$ cat src/rtl/jt12_sched_pkg.sv
// jt12_sched_pkg: slot/channel constants, operator-group boundaries and group decode shared by the slot scheduler
package jt12_sched_pkg;
  localparam int SLOTS        = 24;
  localparam int CHANNELS     = 6;
  localparam int S1_LAST      = 5;
  localparam int S3_LAST      = 11;
  localparam int S2_LAST      = 17;
  localparam int CONSUME_SLOT = 11;
  typedef enum logic [1:0] {GRP_S1, GRP_S3, GRP_S2, GRP_S4} grp_e;
  function automatic grp_e grp_of(logic [4:0] s);
    return s <= 5'(S1_LAST) ? GRP_S1 : s <= 5'(S3_LAST) ? GRP_S3 : s <= 5'(S2_LAST) ? GRP_S2 : GRP_S4;
  endfunction
endpackage

$ cat src/rtl/jt12_pcm_buf.sv
// jt12_pcm_buf: PCM sample buffer, 1 entry by default, 2-entry FIFO with JT12_PCM_FIFO_EN
// ports: wr/din push a sample (dropped when full unless rd pops in the same cycle),
// rd pops the oldest entry (ignored when empty), dout = oldest entry, full/empty = occupancy flags
module jt12_pcm_buf #(parameter int PCM_W = 9) (
  input  logic             clk,
  input  logic             rst,
  input  logic             wr,
  input  logic             rd,
  input  logic [PCM_W-1:0] din,
  output logic [PCM_W-1:0] dout,
  output logic             full,
  output logic             empty
);
`ifdef JT12_PCM_FIFO_EN
  localparam int DEPTH = 2;
`else
  localparam int DEPTH = 1;
`endif
  logic [PCM_W-1:0] mem [DEPTH];
  logic [1:0] cnt;
  logic pop, push;
  assign empty = cnt == 2'd0;
  assign full  = cnt == 2'(DEPTH);
  assign dout  = mem[0];
  assign pop   = rd && !empty;
  // a pop in the same cycle frees a slot, so a write into a full buffer is kept
  assign push  = wr && (!full || pop);
  // mem[0] is always the oldest entry; pops shift the rest down
  always_ff @(posedge clk) begin
    if (rst) cnt <= 2'd0;
    else cnt <= cnt + 2'(push) - 2'(pop);
    for (int i = 0; i < DEPTH; i++) begin
      if (push && i == int'(cnt) - int'(pop)) mem[i] <= din;
      else if (pop && i < DEPTH - 1) mem[i] <= mem[(i + 1) % DEPTH];
    end
  end
endmodule

$ cat src/rtl/jt12_slot_sched.sv
// jt12_slot_sched: 24-slot operator scheduler with channel-6 PCM (DAC) sample buffering
// ports: clk_en advances one slot; sN_enters/slot/ch/ch6op/cyc_start describe the current slot;
// pcm_wr/pcm_din feed the PCM buffer, pcm/pcm_en/pcm_underrun are updated at the consume slot (11).
// JT12_PCM_FIFO_EN selects a 2-entry PCM FIFO instead of the single-entry buffer.
module jt12_slot_sched import jt12_sched_pkg::*; #(parameter int PCM_W = 9) (
  input  logic             clk,
  input  logic             rst,
  input  logic             clk_en,
  input  logic             pcm_en_cfg,
  input  logic             pcm_wr,
  input  logic [PCM_W-1:0] pcm_din,
  output logic             pcm_full,
  output logic             s1_enters,
  output logic             s2_enters,
  output logic             s3_enters,
  output logic             s4_enters,
  output logic [4:0]       slot,
  output logic [2:0]       ch,
  output logic             ch6op,
  output logic [PCM_W-1:0] pcm,
  output logic             pcm_en,
  output logic             pcm_underrun,
  output logic             cyc_start
);
  logic [4:0] nslot;
  grp_e ngrp;
  logic consume, rd, empty;
  logic [PCM_W-1:0] dout;
  // slot-derived outputs are registered from the next slot so they always match slot
  always_comb begin
    nslot   = !clk_en ? slot : slot == 5'(SLOTS - 1) ? 5'd0 : slot + 5'd1;
    ngrp    = grp_of(nslot);
    consume = clk_en && slot == 5'(CONSUME_SLOT);
    // the DAC mode being latched at this consume also decides whether this consume pops
    rd      = consume && pcm_en_cfg;
  end
  always_ff @(posedge clk) begin
    if (rst) begin
      slot         <= 5'd0;
      s1_enters    <= 1'b1;
      s2_enters    <= 1'b0;
      s3_enters    <= 1'b0;
      s4_enters    <= 1'b0;
      ch           <= 3'd0;
      ch6op        <= 1'b0;
      cyc_start    <= 1'b1;
      pcm          <= {1'b1, {(PCM_W-1){1'b0}}};
      pcm_en       <= 1'b0;
      pcm_underrun <= 1'b0;
    end else begin
      slot         <= nslot;
      s1_enters    <= ngrp == GRP_S1;
      s2_enters    <= ngrp == GRP_S2;
      s3_enters    <= ngrp == GRP_S3;
      s4_enters    <= ngrp == GRP_S4;
      ch           <= 3'(nslot % 5'(CHANNELS));
      ch6op        <= nslot % 5'(CHANNELS) == 5'(CHANNELS - 1);
      cyc_start    <= nslot == 5'd0;
      pcm_underrun <= rd && empty;
      if (rd && !empty) pcm <= dout;
      if (consume) pcm_en <= pcm_en_cfg;
    end
  end
  jt12_pcm_buf #(.PCM_W(PCM_W)) u_buf (
    .clk   (clk),
    .rst   (rst),
    .wr    (pcm_wr),
    .rd    (rd),
    .din   (pcm_din),
    .dout  (dout),
    .full  (pcm_full),
    .empty (empty)
  );
endmodule

$ cat config.mk
export PLATFORM = sky130hd
export DESIGN_NAME = jt12_slot_sched
export DESIGN_NICKNAME = d
export VERILOG_FILES = /design/src/rtl/jt12_sched_pkg.sv /design/src/rtl/jt12_pcm_buf.sv /design/src/rtl/jt12_slot_sched.sv
export SDC_FILE = /design/constraint.sdc
export NUM_CORES = 1
export LEC_CHECK = 0
export BUFFER_PORTS_ARGS = -buffer_cell sky130_fd_sc_hd__buf_4
export CAP_MARGIN = 40
export CORE_UTILIZATION = 56
export DETAILED_ROUTE_END_ITERATION = 16
export PLACE_DENSITY = 0.83
export SETUP_SLACK_MARGIN = 0.05
export SLEW_MARGIN = 5
export SYNTH_ARGS = -nofsm -noshare
export SYNTH_HDL_FRONTEND = slang
export SYNTH_HIERARCHICAL = 1
export SYNTH_SLANG_ARGS = --single-unit
$ cat constraint.sdc
create_clock -name clk -period 5.7 [get_ports clk]
set_input_delay 1.14 -clock clk [delete_from_list [all_inputs] [get_ports clk]]
set_output_delay 1.14 -clock clk [all_outputs]
set_load 0.05 [all_outputs]
# After elaboration in Yosys (flattened, before gate mapping)
# Memories as Yosys holds them, arrays and structs flattened. A register that Yosys moved wholly into a read port is not among the register bits.
# Cells that the tools add are included.
dict set report classes {
  n_lt_le_gt_ge 3
  n_reduce_logical 13
  div_mod_pow 1
  mux 7
  eq_ne 7
  addsub 4
}
# operator n
set ops {}
lappend ops {{$logic_not A32 Y1} 1}
lappend ops {{$mux W5} 2}
lappend ops {{$logic_and A1 B1 Y1} 6}
lappend ops {{$add A5 B1 Y5 const B} 1}
lappend ops {{$eq A5 B3 Y1 const B} 1}
lappend ops {{$eq A5 B4 Y1 const B} 1}
lappend ops {{$eq A5 B5 Y1 const B} 1}
lappend ops {{$le A5 B3 Y1 const B} 1}
lappend ops {{$le A5 B4 Y1 const B} 1}
lappend ops {{$le A5 B5 Y1 const B} 1}
lappend ops {{$logic_not A5 Y1} 1}
lappend ops {{$mod A5 B3 Y5 const B} 1}
lappend ops {{$eq A2 B1 Y1 const B} 2}
lappend ops {{$eq A2 B2 Y1 const B} 2}
lappend ops {{$logic_not A2 Y1} 2}
lappend ops {{$mux W2} 2}
lappend ops {{$mux W1} 3}
lappend ops {{$sub A2 B1 Y3} 1}
lappend ops {{$add A2 B1 Y2} 1}
lappend ops {{$logic_not A1 Y1} 2}
lappend ops {{$sub A2 B1 Y2} 1}
lappend ops {{$logic_or A1 B1 Y1} 1}
dict set report word_totals {
  in_bits 14
  mem_bits_rw 9
  ff_bits 18
  out_inout_bits 26
  mem_count 1
  elab_cells 47
}
# name depth word_bits read_ports rd_clocked_by_memory_dff wr line
set mem_list {}
lappend mem_list {u_buf.mem 1 9 1 1 1 jt12_pcm_buf.sv:19} ;# logic [PCM_W-1:0] mem [DEPTH];

# Logic depth before layout (Yosys ltp)
dict set report depth {
  word_depth 9
  mapped_depth 17
  ltp_nobuf 16
}

# Cells and area by module
# The synthesis kept the hierarchy.
# module n_inst cells_each seq_area_each_um2 area_each_um2
set by_module_without_submodules {}
lappend by_module_without_submodules {jt12_slot_sched 1 145 480.5 1231.2}
lappend by_module_without_submodules {jt12_pcm_buf 1 25 310.3 416.6}

# Worst setup path before layout
# OpenSTA, ideal clock, no wires.
dict set report synth_timing {
  path_kind {in2reg}
  from {input clk_en}
  to {register ch6op}
  stages 16
  slack_ps 1788
  required_time_ps 5622
  setup_time_ps 78
  t_arrival_ps 3834
  n_path_buf 1
  cell_sequence {nand2_1 xor2_1 clkbuf_1 inv_1 ha_1 inv_1 ha_1 inv_1 a31oi_4 nor2_2 xnor2_2 ha_1 nor2_1 o21ai_2 a211o_1 nor3_1}
}
dict set report synth_between {
  elab_chain_len 3
}
# element line
set synth_rtl {}
lappend synth_rtl {{start: declaration} jt12_slot_sched.sv:8} ;# input logic clk_en,
lappend synth_rtl {{$mux W5} jt12_slot_sched.sv:31} ;# nslot = !clk_en ? slot : slot == 5'(SLOTS - 1) ? 5'd0 : slot + 5'd1;
lappend synth_rtl {{via nslot[2]} jt12_slot_sched.sv:25} ;# logic [4:0] nslot;
lappend synth_rtl {{$mod A5 B3 Y5} jt12_slot_sched.sv:57} ;# ch6op <= nslot % 5'(CHANNELS) == 5'(CHANNELS - 1);
lappend synth_rtl {{$eq A5 B3 Y1} jt12_slot_sched.sv:57}
lappend synth_rtl {{end signal: assignment} jt12_slot_sched.sv:57}
lappend synth_rtl {{end: declaration} jt12_slot_sched.sv:19} ;# output logic ch6op,
# The timed path passes the listed nets, and every way through them passes these cells.
# A chain may end at the register's enable or synchronous reset.

# Final worst setup path
# Ends and elaborated chain as after synthesis.

==> flow_metrics.env <==
export IMPL_post_cts_buffers=0
export IMPL_layout_common_cells="42 x buf_4, 27 x nand2_1, 26 x dfxtp_1"
export IMPL_tightest_slew_ns=0.611
export IMPL_finalCritPeriodShare_pct=66.5
export IMPL_clockRootBuffer="clkbuf_4"
export IMPL_cts_tree="built"
export IMPL_core_area_um2=2780
export IMPL_rsz0062_at_grt="false"
export IMPL_p_total_mw=0.497
export IMPL_period_minus_slack_ns=3.79
export IMPL_cts_sinks=35
export IMPL_ant_nets=0
export IMPL_port_buffers=39
export IMPL_dieArea_um2=3160
export IMPL_syn_cell_area_um2=1650
export IMPL_p_leak_nw=0.894
export IMPL_endpoint_kind="flop"
export IMPL_slowest_stage="ha_1"
export IMPL_diodes=0
export IMPL_ys_ff_latch=35
export IMPL_slew_headroom_pct=58.1
export IMPL_worst_skew_pair_late_latency_ns=0.34
export IMPL_synth_top_cell_area_share_pct=31.6
export IMPL_grt_max_degree=24
export IMPL_crit_fanout=12
export IMPL_gp_congestion=0.839
export IMPL_finalSetupTns_ns=0
export IMPL_place_inst=237
export IMPL_ios=40
export IMPL_ir_drop_v=0.000212
export IMPL_path_cells="buf_4, nand2_1, xor2_1, buf_4, inv_1, ha_1, inv_1, ha_1, inv_1, a31oi_4, nor2_2, xnor2_2, ha_1, nor3_1, a32o_1, a211oi_1, nor3_1"
export IMPL_grt_pass1_vias=1300
export IMPL_final_common_cell="buf_4"
export IMPL_synth_edff_count=9
export IMPL_worstSetupStartpointType="input port"
export IMPL_async_flop_share_pct=0
export IMPL_synthCells=170
export IMPL_vias=1375
export IMPL_hold_violations=0
export IMPL_required_ns=5.93
export IMPL_grtUsageTotal_pct=24.3
export IMPL_grt_pass1_wl_mm=5.82
export IMPL_synth_nets=189
export IMPL_final_design_area_no_fill_um2=2030
export IMPL_area_delta_synth_final_pct=23.3
export IMPL_ys_types=47
export IMPL_cts_buffers=5
export IMPL_ctsHoldBuffers=0
export IMPL_layout_nets=232
export IMPL_ys_warn_count=6
export IMPL_finClkSkew_ns=0.0126
export IMPL_antenna_found_initial=0
export IMPL_yosysSeqAreaShare_pct=48.0
export IMPL_arrival_ns=4.01
export IMPL_vias_per_cell=5.61
export IMPL_drt_wl_total_mm=3.41
export IMPL_hold_ws_ns=0.455
export IMPL_die_y_um=56.2
export IMPL_ctsResizeCount=0
export IMPL_clk_pin_slew_ns=0.11
export IMPL_dr_pass1_iters=4
export IMPL_min_path_type="reg -> reg"
export IMPL_timing_fmax_mhz=264
export IMPL_status="finished, final reports clean"
export IMPL_avgRoutedWirePerCell_um=13.9
export IMPL_remaining_drc_errors=0
export IMPL_htree_num_levels=2
export IMPL_dpl_cell_area_um2=1970
export IMPL_drv_slew=0
export IMPL_syn_area_per_cell_um2=9.69
export IMPL_num_rows=19
export IMPL_grt_overflow=0
export IMPL_timing_worst_setup_path_type="in -> reg"
export IMPL_ys_top_cells_by_area="dfxtp_1 32%, edfxtp_1 16%, nand2_1 6.2%"
export IMPL_layout_cells_non_filler=245
export IMPL_p_per_area_nw_per_um2=244
export IMPL_setup_violations_final=0
export IMPL_clock_path_buffers=2
export IMPL_synth_main_ff_cell="dfxtp_1"
export IMPL_die_width_um=56.2
export IMPL_synth_largest_area_cell="dfxtp_1"
export IMPL_drive_gt1_share_pct=29.9
export IMPL_initial_core_util_pct=59.2
export IMPL_max_cap_viol_count=0
export IMPL_slowest_delay_ns=0.29
export IMPL_post_dp_hpwl_mm=2.53
export IMPL_detail_route_iter0_violations=62
worst max-delay path, delay by kind of cell:
| kind | cells | cell delay, ns |
|---|---|---|
| fa+ha+maj | 3 | 0.79 |
| buf+inv | 5 | 0.68 |
| compound gates | 3 | 0.66 |
| xor+xnor | 2 | 0.38 |
| simple gates | 4 | 0.35 |
cells in the mapped netlist, types with 3 or more instances:
master	instances
nand2_1	27
dfxtp_1	26
a21oi_1	17
nor2_1	13
edfxtp_1	9
inv_1	6
ha_1	5
mux2i_1	4
nand2b_1	4
nand3_1	4
nor2b_1	4
nor3_1	4
o21ai_0	4
and3_1	3
clkbuf_1	3
per-layer routing:
| layer | track usage, % | vias up | share of wire (%) |
|---|---|---|---|
| li1 | - | 681 | - |
| met1 | 30.7 | 629 | 42 |
| met2 | 39.3 | 58 | 49 |
| met3 | 6.05 | 7 | 6.2 |
| met4 | 10.8 | 0 | 1.7 |
| met5 | 0 | - | 0 |
cell type report:
type	instances	area, um2
well taps	31	38.8
flip-flops and latches	35	791
repair buffers	42	315
clock buffers	5	37.5
inverters	6	22.5
clock inverters	3	20.0
fillers	204	749
multi-input cells	123	807
state kept, by name, indices dropped and copies added, names as in the netlist:
signal / cells
ch: 2
ch6op: 1
cyc_start: 1
pcm: 9
pcm_en: 1
pcm_underrun: 1
s1_enters: 1
s2_enters: 1
s3_enters: 1
s4_enters: 1
slot: 5
u_buf/cnt: 2
u_buf/mem: 9
kinds of logic (layout without fill, tap and decap cells):
kind of cell	count (synthesis)	in the layout	synth area share, %
AOI/OAI and AO/OA	35	35	14.7
xor gates and xnor gates	3	3	2.05
adders and majority gates	5	5	3.80
buffers and inverters	12	56	3.04
DFF	35	35	48.0
muxes	8	8	6.00
and+or+nand+nor	72	72	22.5
final timing paths:
kind	start	end	slack (ns)	cells after the start
worst max register to register	slot[0]$_SDFF_PP0_	ch6op$_SDFF_PP0_	2.09	17
worst min register to register	u_buf/mem[0][8]$_DFFE_PP_	pcm[8]$_SDFFE_PP1P_	0.46	2
worst max-delay path	clk_en	ch6op$_SDFF_PP0_	1.91	17
worst min-delay path	u_buf/mem[0][8]$_DFFE_PP_	pcm[8]$_SDFFE_PP1P_	0.46	2
metrics by stage:
stage / setup WS, ns / util [%]
after global routing: 1.71 / 73.1
after global placement: 1.82 / 70.7
after floorplan: 1.79 / -
after CTS: 1.98 / 73.1
final: 1.91 / 73.1
after detailed placement: 1.61 / 71.0
report_power, final:
| part | switching [mW] | leakage (nW) | internal (mW) |
|---|---|---|---|
| Combinational | 0.0507 | 0.570 | 0.0324 |
| Clock | 0.0863 | 0.0272 | 0.0471 |
| Sequential | 0.00835 | 0.297 | 0.272 |
| Total | 0.145 | 0.894 | 0.351 |
No activity file was read; power rests on OpenSTA's default activity.
